File: src/rtl/rr_arb_pkg.sv
// Shared types and constants for the eight-way round-robin arbiter.
package rr_arb_pkg;

  localparam int unsigned NREQ             = 8;
  localparam int unsigned IDX_W            = 3;
  localparam int unsigned MAX_HOLD_DEFAULT = 16;

  typedef enum logic {
    IDLE  = 1'b0,
    GRANT = 1'b1
  } arb_state_e;

endpackage

File: src/rtl/rr_arb_8_grant_dec.sv
// Enabled 3-to-8 one-hot decoder; all outputs low while the enable is low.
module grant_dec
  import rr_arb_pkg::*;
(
  input  logic [IDX_W-1:0] gnt_idx,
  input  logic             gnt_vld,
  output logic [NREQ-1:0]  gnt
);

  always_comb begin
    gnt = '0;
    if (gnt_vld) gnt[gnt_idx] = 1'b1;
  end

endmodule

File: src/rtl/rr_arb_8.sv
// Eight-way round-robin arbiter with registered grant index and decoded grant lines.
// Optional forced-release timeout and lockout enabled by defining ARB_TIMEOUT_EN.
module rr_arb_8
  import rr_arb_pkg::*;
#(
  parameter int unsigned MAX_HOLD = MAX_HOLD_DEFAULT
) (
  input  logic             clk,
  input  logic             rst_n,
  input  logic [NREQ-1:0]  req,
  output logic [NREQ-1:0]  gnt,
  output logic [IDX_W-1:0] gnt_idx,
  output logic             gnt_vld,
  output logic             tmo
);

  if (MAX_HOLD < 1 || MAX_HOLD > 255) begin : g_max_hold_range
    $error("rr_arb_8: MAX_HOLD must be in 1..255");
  end

  arb_state_e       state_q, state_d;
  logic [IDX_W-1:0] ptr_q, ptr_d;
  logic [IDX_W-1:0] idx_q, idx_d;
  logic [NREQ-1:0]  elig;
  logic [NREQ-1:0]  lock_vec;
  logic [IDX_W:0]   pick;
  logic             expire;

  // Rotate so ptr+1 sits at bit 0, take the lowest set bit, then rotate back.
  function automatic logic [IDX_W:0] rr_pick(input logic [NREQ-1:0] vec,
                                             input logic [IDX_W-1:0] last);
    logic [IDX_W-1:0]  base;
    logic [2*NREQ-1:0] dbl;
    logic [NREQ-1:0]   rot;
    logic              found;
    logic [IDX_W-1:0]  off;
    base  = last + 1'b1;
    dbl   = {vec, vec} >> base;
    rot   = dbl[NREQ-1:0];
    found = 1'b0;
    off   = '0;
    for (int i = NREQ - 1; i >= 0; i--) begin
      if (rot[i]) begin
        found = 1'b1;
        off   = i[IDX_W-1:0];
      end
    end
    return {found, base + off};
  endfunction

  always_comb begin
    state_d = state_q;
    ptr_d   = ptr_q;
    idx_d   = idx_q;
    elig    = req & ~lock_vec;
    pick    = rr_pick(elig, ptr_q);
    case (state_q)
      IDLE: begin
        if (pick[IDX_W]) begin
          state_d = GRANT;
          idx_d   = pick[IDX_W-1:0];
          ptr_d   = pick[IDX_W-1:0];
        end
      end
      GRANT: begin
        if (!req[idx_q] || expire) state_d = IDLE;
      end
      default: state_d = IDLE;
    endcase
  end

  always_ff @(posedge clk or negedge rst_n) begin
    if (!rst_n) begin
      state_q <= IDLE;
      ptr_q   <= 3'd7;
      idx_q   <= '0;
    end else begin
      state_q <= state_d;
      ptr_q   <= ptr_d;
      idx_q   <= idx_d;
    end
  end

`ifdef ARB_TIMEOUT_EN
  localparam logic [7:0] HOLD_LAST = 8'(MAX_HOLD - 1);

  logic [7:0]      cnt_q, cnt_d;
  logic [NREQ-1:0] lock_q, lock_d;
  logic [NREQ-1:0] lock_set;
  logic            tmo_q, tmo_d;

  // Expiry only counts as forced when the owner is still requesting.
  assign expire   = (state_q == GRANT) && (cnt_q == HOLD_LAST) && req[idx_q];
  assign lock_vec = lock_q;

  always_comb begin
    cnt_d    = (state_q == GRANT && state_d == GRANT) ? cnt_q + 8'd1 : 8'd0;
    lock_set = '0;
    if (expire) lock_set[idx_q] = 1'b1;
    lock_d   = (lock_q & req) | lock_set;
    tmo_d    = expire;
  end

  always_ff @(posedge clk or negedge rst_n) begin
    if (!rst_n) begin
      cnt_q  <= '0;
      lock_q <= '0;
      tmo_q  <= 1'b0;
    end else begin
      cnt_q  <= cnt_d;
      lock_q <= lock_d;
      tmo_q  <= tmo_d;
    end
  end

  assign tmo = tmo_q;
`else
  assign expire   = 1'b0;
  assign lock_vec = '0;
  assign tmo      = 1'b0;
`endif

  assign gnt_vld = (state_q == GRANT);
  assign gnt_idx = idx_q;

  grant_dec u_grant_dec (
    .gnt_idx (idx_q),
    .gnt_vld (gnt_vld),
    .gnt     (gnt)
  );

endmodule

File: config.mk
export PLATFORM = sky130hd
export DESIGN_NAME = rr_arb_8
export DESIGN_NICKNAME = d
export VERILOG_FILES = /design/src/rtl/rr_arb_pkg.sv /design/src/rtl/rr_arb_8_grant_dec.sv /design/src/rtl/rr_arb_8.sv
export SDC_FILE = /design/constraint.sdc
export NUM_CORES = 1
export LEC_CHECK = 0
export ABC_AREA = 1
export CORE_ASPECT_RATIO = 0.5
export CORE_MARGIN = 4
export CORE_UTILIZATION = 30
export CTS_CLUSTER_SIZE = 14
export DETAILED_ROUTE_END_ITERATION = 7
export GPL_TIMING_DRIVEN = 0
export SYNTH_ARGS = -nofsm -noshare
export SYNTH_HDL_FRONTEND = slang
export SYNTH_SLANG_ARGS = --single-unit
export TNS_END_PERCENT = 100
File: constraint.sdc
create_clock -name clk -period 4.7 [get_ports clk]
set_input_delay 1.175 -clock clk [delete_from_list [all_inputs] [get_ports clk]]
set_output_delay 1.175 -clock clk [all_outputs]
set_load 0.01 [all_outputs]
=== Word-level counts from Yosys, hierarchy flattened ===
Index checks and enable logic that the tools add are counted.

* Register bits after elaboration: 7
* Bits of input ports: 10
* Output and inout port bits: 13
* Word-level logic and storage cells: 35

* $add $sub $neg: 2
* Order comparisons: 2
* Shift operators: 1
* Mux-type cells: 24
* Bitwise logic cells: 1
* Reduce and logical (&&, ||, !) cells: 2

{| class="wikitable"
|+ Operator list
! operator !! count
|-
| 2-to-1 mux 3 bit || 8
|-
| >> shifter 16 x 3 -> 8 bit || 1
|-
| 2-to-1 mux 1 bit || 12
|-
| 2-to-1 mux 8 bit || 1
|-
| less-than comparator 3 x 4 -> 1 bit, second input constant || 1
|-
| adder 3 x 1 -> 3 bit, second input constant || 1
|-
| adder 3 bit || 1
|-
| binary-select mux 1 bit (select 3 bit) || 1
|-
| demux 1 bit (select 3 bit) || 1
|-
| greater-or-equal comparator 3 x 1 -> 1 bit, second input constant || 1
|-
| case mux 1 bit (2 select lines) || 1
|-
| AND reduction 2 bit || 1
|-
| logical AND 1 bit || 1
|-
| NOT 1 bit || 1
|}

=== Depth between registers and ports, before layout ===
Gate-level depths: netlist (run 1).

* Depth in word-level cells: 12
* Gate-level depth with buffers: 20
* Gate-level depth less buffers: 19

=== By module ===
From an unflattened synthesis (run 1), not the netlist that was laid out.

* Cells, all modules: 163
* Area, all modules: 1,053.5 µm²

{| class="wikitable"
|+ Modules (own cells, without submodules)
! module !! instances !! cells an instance !! area an instance (µm²) !! seq. area each (µm²)
|-
| rr_arb_8 || 1 || 146 || 989.7 || 178.9
|-
| grant_dec || 1 || 17 || 63.8 || 0.0
|}

=== Least setup slack after synthesis (run 1) ===
OpenSTA, ideal clock, no wires.

* Kind: input -> register
* Start: input port req[7]
* End: register idx_q[2], in the netlist gnt_idx[2]
* Library setup time: 0.119 ns
* Arrival: 2.755 ns
* Required time: 4.581 ns
* Slack: 1.826 ns
* Cell stages on the path: 16
* Path buffers: 0
* Cells stage by stage: nand2_1 -> nand3_2 -> nand3_1 -> nand2_2 -> nand2_1 -> nand2_1 -> nand2_1 -> nand2_1 -> nand2_1 -> a21oi_1 -> ha_1 -> fa_1 -> xor2_1 -> nand3_1 -> nand3_1 -> nand2_1

* Longest elaborated chain between the ends: 10
* Elaborated cells on any way between the ends: 19
* Those cells by class: 1 x add/sub; 1 x shift; 16 x mux; 1 x reduce/logical

{| class="wikitable"
|+ Ends and longest elaborated chain
! element !! RTL line !! RTL
|-
| start, declared || rr_arb_8.sv:10 || <nowiki>input logic [NREQ-1:0] req,</nowiki>
|-
| >> shifter 16 x 3 -> 8 bit * || rr_arb_8.sv:38 || <nowiki>dbl = {vec, vec} >> base;</nowiki>
|-
| 2-to-1 mux 3 bit / 2-to-1 mux 1 bit (equally long branches) (8 in series) || rr_arb_8.sv:43 || <nowiki>if (rot[i]) begin</nowiki>
|-
| adder 3 bit / AND reduction 2 bit (equally long branches) || -- ||
|-
| end signal, assigned || rr_arb_8.sv:80 || <nowiki>idx_q <= idx_d;</nowiki>
|-
| end, declared || rr_arb_8.sv:23 || <nowiki>logic [IDX_W-1:0] idx_q, idx_d;</nowiki>
|}

Every way passes the cells marked *; elsewhere a longest branch is shown, timed or not.
A chain may end at the register's enable or synchronous reset.

=== Worst setup path in the final report (run 1) ===
* Start: input port req[4]
* End: register idx_q[2], in the netlist gnt_idx[2]

The elaborated chain is that of the path after synthesis.

==> impl_metrics.tcl, run 1 <==
set metrics [dict create \
    clock.fmax_ghz 0.292 \
    drive_gt1_share_pct 19.5 \
    gr-usage-met3_pct 2.00 \
    fin_nets 209 \
    die_y_um 49.3 \
    grt_max_degree 11 \
    synthToLayoutAreaGrowth_pct 29.9 \
    path_cells "clkdlybuf4s50_1 -> nand2_1 -> nand3_1 -> nand2_1 -> nand2_1 -> nand2_1 -> nand2_1 -> nand2_1 -> nand2_1 -> nand2_1 -> nand2_1 -> a21oi_1 -> ha_1 -> fa_1 -> xor2_1 -> nand3_1 -> nand3_1 -> nand2_1" \
    drtPass1Iterations 5 \
    crit_top_cell "nand2_1" \
    avgViaCountPerCell 4.77 \
    yosys-top-cells-area "nand2_1, nand3_1, dfrtp_1" \
    grt_pass1_vias 992 \
    max_stage_delay_ns 0.56 \
    fin_crit_sh_pct 72.8 \
    antenna_found_initial 0 \
    drv_cap 0 \
    r2r_cells 18 \
    synth.top_cell.area_share_pct 20.6 \
    core_sq_um 3140 \
    initial_utilization_pct 32.6 \
    critPathBufInv 1 \
    cts_buffers 3 \
    cts_tree "built" \
    gr-total-overflow 0 \
    grt.met1_usage_pct 17.8 \
    port_buffers 21 \
    worstSetupEndpointType "flop" \
    fillers 327 \
    clk_pin_slew_ns 0.04 \
    layout_setup_ws_ns 1.28 \
    finalSetupViolCount 0 \
    wl_per_cell_um 11.4 \
    cp_data_required_time_ns 4.81 \
    synth_area_leader_cell "nand2_1" \
    holdPathStages 2 \
    post-cts-setup-buffers 0 \
    cts_sinks 7 \
    placed_area_sq_um 1280 \
    pre_cts_ws_ns 1.05 \
    drt-initial-drc-count 87 \
    synth_seq_cells 7 \
    fin_crit_ns 3.42 \
    cp.depth 18 \
    grt_usage_pct 12.4 \
    num_vias 1120 \
    clock_path_buffers 2 \
    gp_congestion 0.799 \
    synth_edf_count 0 \
    die_width_um 90.5 \
    drv_slew 0 \
    critical_path.top_delay_family "simple AND/OR/NAND/NOR gates" \
    die_area_sq_um 4460 \
    grt_pass1_wl_um 4600 \
    multi_input_area_sq_um 732 \
    mostFrequentLayoutCell "nand2_1" \
    insertedDiodeCount 0 \
    synthesis.area_sq_um 1020 \
    cts-root-buf "clkbuf_8" \
    worstSetupPathType "in2reg" \
    synth_flop_cell "dfrtp_1" \
    synth_cell_types 25 \
    cts_hold_buf 0 \
    r2r_slack_ns 1.76 \
    seqCellArea_sq_um 179 \
    dp_hpwl_um 2280 \
    synth_fp_nets 183 \
    seq_area_frac_synth_pct 17.5 \
    fin_worst_skew_ns 0.00230 \
    crit_path_max_fanout 3 \
    syn_area_per_cell_sq_um 6.01 \
    rsz0062_at_grt "no" \
    syn_inst 170 \
    ioPinCount 23 \
    hold_viol_final 0 \
    clk-insertion-delay-late_ns 0.22 \
    startpoint_type "input port" \
    setup_tns_ns 0 \
    async_flop_share_pct 100 \
    status "complete, no violations" \
    layout_common_cells "nand2_1, nand3_1, clkdlybuf4s50_1" \
    postRouteAntennaNets 0 \
    hold_class "reg2reg" \
    crit_path_top_delay_cell "clkdlybuf4s50_1" \
    h-tree-depth 1 \
    ys_warn_count 0 \
    drt_wl_total_um 2690 \
    std_cell_rows 14 \
    holdWs_ns 0.485 \
    critPathArrivalTime_ns 3.53 \
    post_cts_resized 0 \
    finalInstanceArea_sq_um 1330 \
    drcViolationCount 0 \
    busiest_layer "met2" \
    global_route.usage.met2_pct 20.2 \
]
==> metal layers <==
layer	part of all wire (%)	up-vias
li1	-	599
met1	50	505
met2	47	16
met3	2.7	0
met4	0	0
met5	0	-
==> synth_stat cells, types with 2 or more instances <==
| library cell | number |
|---|---|
| nand2_1 | 56 |
| nand3_1 | 28 |
| nor2_1 | 20 |
| nand2_2 | 11 |
| inv_1 | 10 |
| nand3_2 | 7 |
| o21ai_0 | 5 |
| buf_6 | 4 |
| dfrtp_1 | 4 |
| dfstp_2 | 3 |
| inv_2 | 3 |
| o21ai_1 | 3 |
| a21oi_1 | 2 |
| ha_1 | 2 |
| nor2_2 | 2 |
==> area by class of cell <==
| cell class | count | share of cell area [%] |
|---|---|---|
| Clock buffer | 4 | 3.40 |
| Tap cell | 40 | 3.77 |
| Multi-Input combinational cell | 144 | 55.2 |
| Inverter | 14 | 4.34 |
| Timing Repair Buffer | 21 | 15.8 |
| Buffer | 5 | 3.96 |
| Sequential cell | 7 | 13.5 |
==> final timing paths <==
path | startpoint | endpoint
min reg2reg | ptr_q[1] | ptr_q[1]
max in group asynchronous | rst_n | ptr_q[1]
max reg2reg | ptr_q[0] | gnt_idx[2]
min in group asynchronous | rst_n | gnt_vld
max | req[4] | gnt_idx[2]
min | ptr_q[1] | ptr_q[1]
==> worst min-delay path: stages, from the launching register on <==
cell	delay, ns
dfstp_2	0.37
nand2_1	0.05
o21ai_1	0.06
==> metrics by stage <==
stage                     util, %  std cells
after floorplan                 -        170
after global placement       40.9        231
after detailed placement     40.9        231
after CTS                    42.3        235
after global routing         42.3        235
final                        42.3        235
==> cells by family after synthesis <==
logic type / synth area share (%)
XOR/XNOR: 0.858
other: 0.367
adder cells (fa/ha/maj): 4.41
flip-flops: 17.5
buffers and inverters: 10.8
AND/OR/NAND/NOR: 59.3
AO/OA/AOI/OAI: 6.74
==> flip-flops by register name (all words and copies together), names as in the netlist <==
signal / flops
gnt_idx: 3
ptr_q: 3
gnt_vld: 1
Power of run 1 is not shown: default switching activity piles up to over one toggle a cycle in this logic, so the estimate is an artifact.
==> run 2, diff against run 1 <==
==> constraint.sdc (replaced) <==
create_clock -name clk -period 3.5 [get_ports clk]
set_input_delay 0.875 -clock clk [delete_from_list [all_inputs] [get_ports clk]]
set_output_delay 0.875 -clock clk [all_outputs]
set_load 0.01 [all_outputs]
==> results of run 2 <==
Same layout as run 1 (identical final DEF). Status: complete, no violations.
Main changes from that run: setup slack after placement 1.05 ns -> 0.150 ns; setup slack after layout 1.28 ns -> 0.377 ns; register-to-register setup slack 1.76 ns -> 0.56 ns
Power of run 2 is left out for the same reason.
==> run 3, diff against run 2 <==
--- a/config.mk
+++ b/config.mk
@@ -7,12 +7,13 @@
 export LEC_CHECK = 0
 export ABC_AREA = 1
 export CORE_ASPECT_RATIO = 0.5
-export CORE_MARGIN = 4
+export CORE_MARGIN = 2
 export CORE_UTILIZATION = 30
 export CTS_CLUSTER_SIZE = 14
 export DETAILED_ROUTE_END_ITERATION = 7
 export GPL_TIMING_DRIVEN = 0
 export SYNTH_ARGS = -nofsm -noshare
 export SYNTH_HDL_FRONTEND = slang
+export SYNTH_HIERARCHICAL = 1
 export SYNTH_SLANG_ARGS = --single-unit
 export TNS_END_PERCENT = 100
==> impl_metrics.tcl, run 3 <==
set metrics [dict create \
    layout_common_cells "nand2_1, nand3_1, clkdlybuf4s50_1" \
    post-route-util_pct 40.4 \
    drt-initial-drc-count 119 \
    core_sq_um 3400 \
    clk_pin_slew_ns 0.04 \
    drcViolationCount 0 \
    status "complete, no violations" \
    cts_sinks 7 \
    startpoint_type "input port" \
    crit_top_cell "nand2_1" \
    wl_per_cell_um 10.8 \
    ys_warn_count 6 \
    post-cts-setup-buffers 0 \
    r2r_cells 20 \
    synthesis.area_sq_um 1050 \
    synth_seq_cells 7 \
    holdPathStages 2 \
    hold_class "reg2reg" \
    hold_viol_final 0 \
    yosys-top-cells-area "nand2_1, nand3_1, dfrtp_1" \
    crit_path_max_fanout 3 \
    clock_path_buffers 2 \
    clock.fmax_ghz 0.307 \
    cts_hold_buf 0 \
    max_stage_delay_ns 0.55 \
    grt_usage_pct 13.7 \
    mostFrequentLayoutCell "nand2_1" \
    clk-insertion-delay-late_ns 0.22 \
    yosys-top-cells-count "nand2_1, nand3_1, inv_1, nand2_2, nor2_1" \
    fin_nets 202 \
    initial_utilization_pct 31.0 \
    drtPass1Iterations 4 \
    synth.most_common_cell "nand2_1" \
    fin_worst_skew_ns 0.000990 \
    antenna_found_initial 0 \
    syn_area_per_cell_sq_um 6.46 \
    drv_slew 0 \
    layout_setup_ws_ns 0.239 \
    cts_buffers 3 \
    postRouteAntennaNets 0 \
    drive_gt1_share_pct 22.9 \
    synth.top_cell.area_share_pct 17.1 \
    insertedDiodeCount 0 \
    synth_fp_nets 176 \
    grt_pass1_vias 958 \
    ioPinCount 23 \
    cts-root-buf "clkbuf_8" \
    die_width_um 87.8 \
    cts_tree "built" \
    drt_wl_total_um 2570 \
    avgViaCountPerCell 4.59 \
    die_y_um 45.9 \
    synthToLayoutAreaGrowth_pct 30.3 \
    gr-total-overflow 0 \
    drv_cap 0 \
    h-tree-depth 1 \
    cp_data_required_time_ns 3.61 \
    grt_max_degree 11 \
    crit_path_top_delay_cell "clkdlybuf4s50_1" \
    synth_edf_count 0 \
    syn_inst 163 \
    grt_pass1_wl_um 4340 \
    fin_crit_ns 3.26 \
    dp_hpwl_um 2160 \
    gp_congestion 0.812 \
    synth_flop_cell "dfrtp_1" \
    synth_cell_types 29 \
    fin_crit_sh_pct 93.2 \
    path_cells "clkdlybuf4s50_1 -> nand2_1 -> nand3_1 -> nand3_1 -> nand2_2 -> inv_1 -> nand2_1 -> nand2_1 -> nand2_1 -> nand2_1 -> a21oi_1 -> ha_1 -> inv_1 -> fa_1 -> xor2_1 -> nand3b_1 -> nand3_1 -> nand2_1" \
    die_area_sq_um 4030 \
    num_vias 1098 \
    async_flop_share_pct 100 \
    synth_area_leader_cell "nand2_1" \
    std_cell_rows 15 \
    rsz0062_at_grt "no" \
    finalSetupViolCount 0 \
    worstSetupEndpointType "flop" \
    post_cts_resized 0 \
    critPathArrivalTime_ns 3.37 \
    seq_area_frac_synth_pct 17.0 \
    worstSetupPathType "in2reg" \
    port_buffers 21 \
    pre_cts_ws_ns -0.00521 \
]
-- run 3: area by class of cell --
cell class / instances / area, sq um
Timing Repair Buffer: 21 / 210
Tap cell: 51 / 63.8
Buffer: 6 / 60.1
Sequential cell: 7 / 179
Clock buffer: 4 / 45.0
Inverter: 17 / 73.8
Fill cell: 377 / 2020
Multi-Input combinational cell: 133 / 741
-- run 3: layer usage --
layer	global-route usage (%)	wire (um)	up-vias
met5	0	0	-
met1	19.3	1290	498
met2	23.6	1220	21
li1	-	-	575
met4	3.08	19	0
met3	0.543	40	4
-- run 3: through the flow --
step | cell area (sq um) | setup TNS [ns] | std cells | hold slack (ns)
after floorplan | 1050 | 0 | 163 | 0.452
after global placement | 1330 | 0 | 235 | 0.473
after detailed placement | 1330 | -0.00521 | 235 | 0.481
after CTS | 1370 | 0 | 239 | 0.486
after global routing | 1370 | 0 | 239 | 0.494
final | 1370 | 0 | 239 | 0.480
-- run 3: logic make-up (layout without fill, tap and decap cells) --
logic type                 Yosys count  count (layout)  share of synthesized area (%)
muxes                                2               2                           1.90
buffers and inverters               23              48                           12.7
other                                1               1                          0.356
xor gates and xnor gates             1               1                          0.832
adders and majority gates            3               3                           4.28
DFF                                  7               7                           17.0
and+or+nand+nor                    111             111                           53.4
AOI/OAI and AO/OA                   15              15                           9.50
-- run 3: worst max-delay path: cells and delay by family --
kind | cells | cell delay (ns)
compound gates | 1 | 0.13
fa+ha+maj | 2 | 0.55
buf+inv | 3 | 0.65
xor+xnor | 1 | 0.18
simple gates | 11 | 0.97
-- run 3: final timing paths --
path | start | endpoint | slack (ns)
max | req[7] | gnt_idx[2] | 0.24
min | ptr_q[1] | ptr_q[1] | 0.48
max reg2reg | ptr_q[0] | gnt_idx[2] | 0.52
min reg2reg | ptr_q[1] | ptr_q[1] | 0.48
max in group asynchronous | rst_n | ptr_q[0] | 2.30
min in group asynchronous | rst_n | gnt_vld | 0.91
Power of run 3 is left out for the same reason.
